==> config.mk <==
export PLATFORM = sky130hd
export DESIGN_NAME = uart_rx_flat
export DESIGN_NICKNAME = d
export VERILOG_FILES = /design/src/rtl/uart_pkg.sv /design/src/rtl/uart_rx_if.sv /design/src/rtl/sync_2ff.sv /design/src/rtl/uart_rx.sv /design/src/flat_wrapper.sv
export SDC_FILE = /design/constraint.sdc
export NUM_CORES = 1
export LEC_CHECK = 0
export CORE_AREA = 3 3 100 102
export CTS_BUF_LIST = sky130_fd_sc_hd__clkbuf_4
export DETAILED_ROUTE_END_ITERATION = 6
export DIE_AREA = 0 0 103 105
export SYNTH_ARGS = -nofsm -noshare
export SYNTH_HDL_FRONTEND = slang
export SYNTH_SLANG_ARGS = --single-unit
export TNS_END_PERCENT = 50
==> constraint.sdc <==
create_clock -name clk -period 2.2 [get_ports clk]
set_input_delay 0.44 -clock clk [delete_from_list [all_inputs] [get_ports clk]]
set_output_delay 0.44 -clock clk [all_outputs]
set_load 0.01 [all_outputs]
==> src/rtl/uart_pkg.sv <==
// Shared UART definitions: FSM state encoding, data-width limits and parity
// polarity encoding common to the transmitter and receiver.
package uart_pkg;

   typedef enum logic [2:0] {
      IDLE   = 3'd0,
      START  = 3'd1,
      DATA   = 3'd2,
      PARITY = 3'd3,
      STOP   = 3'd4
   } uart_state_e;

   localparam logic [3:0] MIN_DBITS = 4'd5;
   localparam logic [3:0] MAX_DBITS = 4'd8;

   localparam logic PAR_EVEN = 1'b1;
   localparam logic PAR_ODD  = 1'b0;

   // Out-of-range data widths fall back to a full byte.
   function automatic logic [3:0] norm_dbits(input logic [3:0] d);
      if ((d < MIN_DBITS) || (d > MAX_DBITS)) begin
         return MAX_DBITS;
      end else begin
         return d;
      end
   endfunction

endpackage

==> src/rtl/uart_rx_if.sv <==
// Receive-side result bus from the UART receiver to the receive FIFO;
// rx_done is the FIFO write strobe.
interface uart_rx_if #(
   parameter int DATA_BITS = 8
);
   logic [DATA_BITS-1:0] dout;
   logic                 rx_done;
   logic                 parity_err;
   logic                 frame_err;

   modport master (
      output dout,
      output rx_done,
      output parity_err,
      output frame_err
   );

   modport slave (
      input dout,
      input rx_done,
      input parity_err,
      input frame_err
   );
endinterface

==> src/rtl/sync_2ff.sv <==
// Two-flop synchroniser for a single asynchronous input, with a
// configurable reset value so idle-high lines come out of reset idle.
module sync_2ff #(
   parameter logic RST_VAL = 1'b1
) (
   input  logic clk,
   input  logic reset,
   input  logic d_i,
   output logic q_o
);

   logic [1:0] ff_q;

   // Shift the asynchronous input through two flops.
   always_ff @(posedge clk) begin
      if (reset) begin
         ff_q <= {2{RST_VAL}};
      end else begin
         ff_q <= {ff_q[0], d_i};
      end
   end

   assign q_o = ff_q[1];

endmodule

==> src/rtl/uart_rx.sv <==
// UART receiver: oversampled start/data/parity/stop deserialiser with
// per-frame configuration latched at the start edge.
module uart_rx
   import uart_pkg::*;
#(
   parameter int DATA_BITS   = 8,
   parameter int OVRSAMPLING = 16
) (
   input  logic        clk,
   input  logic        reset,
   input  logic        s_tick,
   input  logic        rx,
   input  logic [3:0]  d_bits,
   input  logic [5:0]  stop_ticks,
   input  logic        parity_en,
   input  logic        parity_pol,
   uart_rx_if.master   rx_if
);

   localparam int SW = ($clog2(OVRSAMPLING) > 6) ? $clog2(OVRSAMPLING) : 6;
   localparam int DW = $clog2(DATA_BITS + 1);
   localparam logic [SW-1:0] S_MID  = SW'(OVRSAMPLING / 2 - 1);
   localparam logic [SW-1:0] S_LAST = SW'(OVRSAMPLING - 1);

   logic                 rx_s;
   uart_state_e          state_q;
   logic [SW-1:0]        s_q;
   logic [2:0]           n_q;
   logic [DATA_BITS-1:0] b_q;
   logic                 par_q;
   logic                 par_bad_q;
   logic [3:0]           dbits_q;
   logic [5:0]           stop_q;
   logic                 pen_q;
   logic                 ppol_q;
   logic [DATA_BITS-1:0] dout_q;
   logic                 done_q;
   logic                 perr_q;
   logic                 ferr_q;

   logic [5:0]           stop_m1_s;
   logic                 stop_last_s;
   logic [2:0]           n_last_s;
   logic [DW-1:0]        shamt_s;

   sync_2ff #(.RST_VAL(1'b1)) u_rx_sync (
      .clk   (clk),
      .reset (reset),
      .d_i   (rx),
      .q_o   (rx_s)
   );

   // stop_q=0 wraps to 63 here, giving a 64-tick stop period.
   assign stop_m1_s   = stop_q - 6'd1;
   assign stop_last_s = (s_q == SW'(stop_m1_s));
   assign n_last_s    = 3'(dbits_q - 4'd1);
   assign shamt_s     = DW'(DATA_BITS) - DW'(dbits_q);

   // Receiver FSMD: counters, shift register, latched config and outputs.
   always_ff @(posedge clk) begin
      if (reset) begin
         state_q   <= IDLE;
         s_q       <= '0;
         n_q       <= 3'd0;
         b_q       <= '0;
         par_q     <= 1'b0;
         par_bad_q <= 1'b0;
         dbits_q   <= MAX_DBITS;
         stop_q    <= 6'd0;
         pen_q     <= 1'b0;
         ppol_q    <= PAR_ODD;
         dout_q    <= '0;
         done_q    <= 1'b0;
         perr_q    <= 1'b0;
         ferr_q    <= 1'b0;
      end else begin
         done_q <= 1'b0;
         case (state_q)
            IDLE: begin
               if (!rx_s) begin
                  state_q <= START;
                  s_q     <= '0;
                  dbits_q <= norm_dbits(d_bits);
                  stop_q  <= stop_ticks;
                  pen_q   <= parity_en;
                  ppol_q  <= parity_pol;
               end
            end
            START: begin
               if (s_tick) begin
                  if (s_q == S_MID) begin
                     s_q <= '0;
                     if (!rx_s) begin
                        state_q   <= DATA;
                        n_q       <= 3'd0;
                        par_q     <= 1'b0;
                        par_bad_q <= 1'b0;
                     end else begin
                        state_q <= IDLE;
                     end
                  end else begin
                     s_q <= s_q + SW'(1);
                  end
               end
            end
            DATA: begin
               if (s_tick) begin
                  if (s_q == S_LAST) begin
                     s_q   <= '0;
                     b_q   <= {rx_s, b_q[DATA_BITS-1:1]};
                     par_q <= par_q ^ rx_s;
                     if (n_q == n_last_s) begin
                        state_q <= pen_q ? PARITY : STOP;
                     end else begin
                        n_q <= n_q + 3'd1;
                     end
                  end else begin
                     s_q <= s_q + SW'(1);
                  end
               end
            end
            PARITY: begin
               if (s_tick) begin
                  if (s_q == S_LAST) begin
                     s_q       <= '0;
                     par_bad_q <= rx_s != (ppol_q ? par_q : ~par_q);
                     state_q   <= STOP;
                  end else begin
                     s_q <= s_q + SW'(1);
                  end
               end
            end
            STOP: begin
               if (s_tick) begin
                  if (stop_last_s) begin
                     state_q <= IDLE;
                     s_q     <= '0;
                     done_q  <= 1'b1;
                     dout_q  <= b_q >> shamt_s;
                     perr_q  <= pen_q & par_bad_q;
                     ferr_q  <= ~rx_s;
                  end else begin
                     s_q <= s_q + SW'(1);
                  end
               end
            end
            default: begin
               state_q <= IDLE;
            end
         endcase
      end
   end

   assign rx_if.dout       = dout_q;
   assign rx_if.rx_done    = done_q;
   assign rx_if.parity_err = perr_q;
   assign rx_if.frame_err  = ferr_q;

endmodule

==> src/flat_wrapper.sv <==
// flat-port wrapper written by rule: the top's interface ports become plain ports
module uart_rx_flat import uart_pkg::*;
#(
   parameter int DATA_BITS   = 8,
   parameter int OVRSAMPLING = 16
)
  (clk, reset, s_tick, rx, d_bits, stop_ticks, parity_en, parity_pol, rx_if_dout, rx_if_rx_done, rx_if_parity_err, rx_if_frame_err);
  uart_rx_if #(.DATA_BITS(DATA_BITS)) rx_if_i ();
  input  logic clk;
  input  logic reset;
  input  logic s_tick;
  input  logic rx;
  input  logic [3:0] d_bits;
  input  logic [5:0] stop_ticks;
  input  logic parity_en;
  input  logic parity_pol;
  output wire logic [$bits(rx_if_i.dout)-1:0] rx_if_dout;
  output wire logic [$bits(rx_if_i.rx_done)-1:0] rx_if_rx_done;
  output wire logic [$bits(rx_if_i.parity_err)-1:0] rx_if_parity_err;
  output wire logic [$bits(rx_if_i.frame_err)-1:0] rx_if_frame_err;
  assign rx_if_dout = rx_if_i.dout;
  assign rx_if_rx_done = rx_if_i.rx_done;
  assign rx_if_parity_err = rx_if_i.parity_err;
  assign rx_if_frame_err = rx_if_i.frame_err;
  uart_rx #(.DATA_BITS(DATA_BITS), .OVRSAMPLING(OVRSAMPLING)) u_core (.clk(clk), .reset(reset), .s_tick(s_tick), .rx(rx), .d_bits(d_bits), .stop_ticks(stop_ticks), .parity_en(parity_en), .parity_pol(parity_pol), .rx_if(rx_if_i));
endmodule
# Word-level counts from Yosys, hierarchy flattened
# Index checks and enable logic that the tools add are counted.
# word_totals
rom_bits,0
reg_bits,47
latchBits,0
inputBits,16
memories,0
ramBits,0
out_inout_bits,11
# op_classes
muxes,40
reduce_logical,15
n_shift,1
bitwise,6
n_addsub,5
mul,0
n_div,0
order_cmp,2
eq_ne,22
# op_table
op,count
$mux 3,17
$mux 6,7
$pmux 6 s4,1
$pmux 3 s5,1
$ne 2x2->1 const B,7
$ne 2x1->1 const B,6
$reduce_and 6->1,2
$reduce_and 10->1,1
$mux 1,9
$shr 8x4->8,1
$reduce_and 7->1,1
$add 6x1->6 const B,1
$eq 3x2->1 const B,2
$eq 6x3->1 const B,1
$eq 6x4->1 const B,1
$eq 6x6->1,1
$pmux 3 s2,1
$reduce_and 3->1,2
$sub 6x1->6 const B,1
$reduce_and 5->1,1
$gt 4x4->1 const B,1
$lt 4x3->1 const B,1
$mux 4,1
$not 1->1,4
18 further kinds,20

# Logic depth before layout (Yosys ltp)
# logic_depth
word_depth,6
ltp_mapped,9

# Modules after synthesis
# A second synthesis with hierarchy kept.
# unflattened
cells_unflattened,291
hier_area_um2,2567.5
# modules_own_cells
module,seq_area_each_um2,n_inst,area_per_inst_um2,cells_per_inst
uart_rx,900.9,1,2514.9,287
sync_2ff,40.0,1,52.6,4

# Worst setup path after synthesis
# No wires, ideal clock.
# synth_path
kind,flip-flop to flip-flop
startpoint,reg u_core.dbits_q[0]
endpoint,reg u_core.n_q[2]
t_arrival_ps,2118
path_stages_with_launch,10
required_time_ps,2141
path_buffers,2
path_slack_ps,22
synth_period_minus_slack_ps,2178
path_cell_list,dfxtp_1 clkbuf_1 buf_2 inv_1 ha_1 xor2_1 a31oi_2 a21oi_2 or4b_1 nand2_1
# synth_between
elab_chain_len,4
# synth_lines
element,line,rtl
"start, declared",uart_rx.sv:32,logic [3:0] dbits_q;
"start signal, assigned",uart_rx.sv:83,dbits_q <= norm_dbits(d_bits);
$sub 3x1->3,uart_rx.sv:56,assign n_last_s = 3'(dbits_q - 4'd1);
$eq 3x3->1,uart_rx.sv:112,if (n_q == n_last_s) begin
$ne 2x2->1 (no line),--,
$reduce_and 7->1 (no line),--,
"end signal, assigned",uart_rx.sv:115,n_q <= n_q + 3'd1;
"end, declared",uart_rx.sv:28,logic [2:0] n_q;
# No other way between the ends.
# A chain may end at the register's enable or synchronous reset.

# Final worst setup path
# layout_path
startpoint,reg u_core.s_q[1]
endpoint,reg u_core.n_q[2]
# layout_between
elab_chain_len,3
elab_cells_between_ends,5
# layout_lines
element,line,rtl
"start, declared",uart_rx.sv:27,logic [SW-1:0] s_q;
"start signal, assigned",uart_rx.sv:102,s_q <= s_q + SW'(1);
"start signal, assigned",uart_rx.sv:118,s_q <= s_q + SW'(1);
"start signal, assigned",uart_rx.sv:129,s_q <= s_q + SW'(1);
$eq 6x4->1 or $eq 6x3->1 (tied branches),"uart_rx.sv:108, uart_rx.sv:91",
$ne 2x1->1 (no line),--,
$reduce_and 7->1 (no line) (*),--,
# Mark *: on every way between the ends. The rest lies on a longest branch, timed or not.

==> run summary <==
Outcome: finished clean
Req. time, crit path: 2.51 ns
Row count: 35
Postcts setup bufs: 0
Port Buffers: 26
Pre-CTS setup slack: -0.0248 ns
Max-Cap Viols: 0
Crit path arrival time: 2.39 ns
Maximum VDD drop: 224 uV
CP Class: flip-flop to flip-flop
Antenna Cells: 0
Syn_nets: 333
Skew-Pair Late Insertion Delay: 0.36 ns
Root buf cell: clkbuf_4
Top cell type's share of synthesized area: 34.6%
Die ar.: 10800 um2
Initial core utilization: 29.5%
Worst Setup Start Kind: flip-flop
Internal: 0.00106 W
Drt initial violations: 104
Crit Path Max Fanout: 5
Final WS setup: 0.123 ns
Post-Syn Instances: 312
Layout cells sized above 1: 15.2%
Fin crit share: 94.4%
Vias in the first global route: 2227
Synth warn: 0
DRT Pass-1 Iters: 4
Post-synth EDFFs: 0
Synth top cells by count: dfxtp_1 (47), nand2_1 (38), nor2_1 (25)
# setup viols final: 0
Fmax: 481 MHz
H-tree Lvls: 2
Vias: 2345
Detailed-route vias per instance: 5.11
Hold_buf cts: 0
Drc violations: 0
Register share of total power: 60.3%
Hold Path Class: flip-flop to flip-flop
TritonCTS Sinks: 47
Most numerous cell in the Yosys netlist: dfxtp_1
Fill count: 975
Routability congestion estimate: 0.808
Detailed Place HPWL: 4840 um
Reg clk slew, reported paths: 0.15 ns
DIE WIDTH: 103 um
Register area share after synthesis: 34.6%
Worst R2R Path Depth: 6
Power, Total: 0.00145 W
CTS Buffer Depth: 2
I/O pin count: 27
Minimum clock period: 2.08 ns
Leakage: 1.21 nW
Net Sw Power: 0.000389 W
Area leader, netlist: dfxtp_1
RSZ-0062 raised after global routing: no
Clock Skews: 0.0100 ns
Area of the multi-input gates: 1670 um2
Die Y: 105 um
Clock buffer count from CTS: 5
Net Sw Frac: 26.9%
Power per cell area: 447 nW/um2
Synth cell types: 66
Core footprint: 9200 um2
Storage cell area: 941 um2
Layout Area Growth over Synthesis: 19.5%
Final Hold Violating Endpoints: 0
Synth area leaders: dfxtp_1 (35%), mux2i_1 (5.5%), nand2_1 (5.3%)
Slew HR: 55.5%
Mapped Area: 2720 um2
Yosys reg bits: 47
WL per Instance: 13.9 um
Tot GR Track Use: 12.5%
Largest net degree at the start of global routing: 22
Ys flop type: dfxtp_1
Drt total wl: 6400 um
Routed Antenna Nets: 0
Synth Area per Inst: 8.71 um2
Worst Tran Pin Value: 0.666 ns
Grt total ovfl: 0
Combinational share of power: 10.8%
WHS Path Cells: 1
First-pass GRT wire length: 11000 um
Final Util: 35.3%
Worst setup EP type: flip-flop
Clock share of power: 28.9%
Initial antenna violation count: 0
Final #Nets: 368
CTS tree: yes
Max-slew violation count: 0
Post-synth ARST share: 0%
==> kinds of logic (layout without fill, tap and decap cells) <==
group	count (synthesis)	after routing	share of synthesized area [%]
compound gates	72	72	18.6
mux	21	21	8.84
buf+inv	25	61	4.65
fa+ha+maj	5	5	2.30
flops	47	47	34.6
simple gates	125	125	25.0
xor+xnor	17	17	5.99
==> final cells by class <==
class | instances | area share (%)
clock buffers | 5 | 1.16
clock inverters | 3 | 0.617
inverters | 6 | 0.694
multi-input cells | 240 | 51.4
flip-flops and latches | 47 | 29.0
well taps | 111 | 4.28
repair buffers | 47 | 12.9
==> placed cells by master, fill, tap and decap left out, types with 3 or more instances in the layout <==
master	count
dfxtp_1	47
nand2_1	38
clkdlybuf4s50_1	26
nor2_1	25
a21oi_1	22
buf_4	21
mux2i_1	15
nor3_1	11
o21ai_0	11
xor2_1	8
xnor2_1	8
nor2b_1	7
nand3_1	7
inv_1	6
nand2b_1	5
a22o_1	5
or2_2	5
ha_1	5
clkbuf_4	5
o211ai_1	4
mux2_2	4
and3_1	3
o22ai_1	3
a32o_1	3
==> timing repair <==
action	in CTS	in global routing
hold endpoints to repair	0	0
setup endpoints to repair	0	5
resized for setup	0	3
==> through the flow <==
stage / cell area [um2] / std cells / TNS (ns) / hold slack (ns)
3_5_place_dp: 3170 / 451 / -0.116 / 0.400
5_1_grt: 3250 / 459 / 0 / 0.460
6_report: 3250 / 459 / 0 / 0.433
2_1_floorplan: 2720 / 312 / 0 / 0.389
4_1_cts: 3230 / 459 / 0 / 0.435
3_3_place_gp: 3170 / 451 / 0 / 0.390
==> critical path, stage by stage (launching register included) <==
cell and delay, ns:
dfxtp_1 0.45, ha_1 0.32, and4bb_4 0.29, and4b_1 0.28
a21oi_2 0.10, or4b_1 0.51, nand2_1 0.07
==> power by group through the flow <==
| stage | clock network, W | registers [W] | logic, W |
|---|---|---|---|
| 6_report | 0.000419 | 0.000874 | 0.000157 |
| 4_1_cts | 0.000444 | 0.000874 | 0.000155 |
| 3_5_place_dp | 0 | 0.000892 | 0.000154 |
| 5_1_grt | 0.000487 | 0.000876 | 0.000175 |
| 3_3_place_gp | 0 | 0.000892 | 0.000151 |
| 2_1_floorplan | 0 | 0.000886 | 0.0000932 |
==> final timing paths <==
check | slack (ns) | start | endpoint
worst max register to register | 0.12 | u_core.s_q[1]$_SDFFE_PP0P_ | u_core.n_q[2]$_SDFFE_PP0P_
worst max-delay path | 0.12 | u_core.s_q[1]$_SDFFE_PP0P_ | u_core.n_q[2]$_SDFFE_PP0P_
worst min register to register | 0.43 | u_core.u_rx_sync.ff_q[0]$_SDFF_PP1_ | u_core.u_rx_sync.ff_q[1]$_SDFF_PP1_
worst min-delay path | 0.43 | u_core.u_rx_sync.ff_q[0]$_SDFF_PP1_ | u_core.u_rx_sync.ff_q[1]$_SDFF_PP1_
==> flip-flops by register name (all words and copies together), names as in the netlist, 2 cells and up <==
register,cells
u_core.rx_if.dout,8
u_core.s_q,6
u_core.stop_q,6
u_core.dbits_q,4
u_core.u_rx_sync.ff_q,2
u_core.n_q,3
u_core.b_q,8
u_core.state_q,3
==> metal layers <==
layer  up-vias  GRT usage, %  part of all wire (%)
met2        36          18.5                    45
met4         0          4.16                   1.4
met3         6          3.00                   3.5
li1       1195             -                     -
met5         -             0                     0
met1      1108          17.6                    50
(Power assumes the default switching activity.)
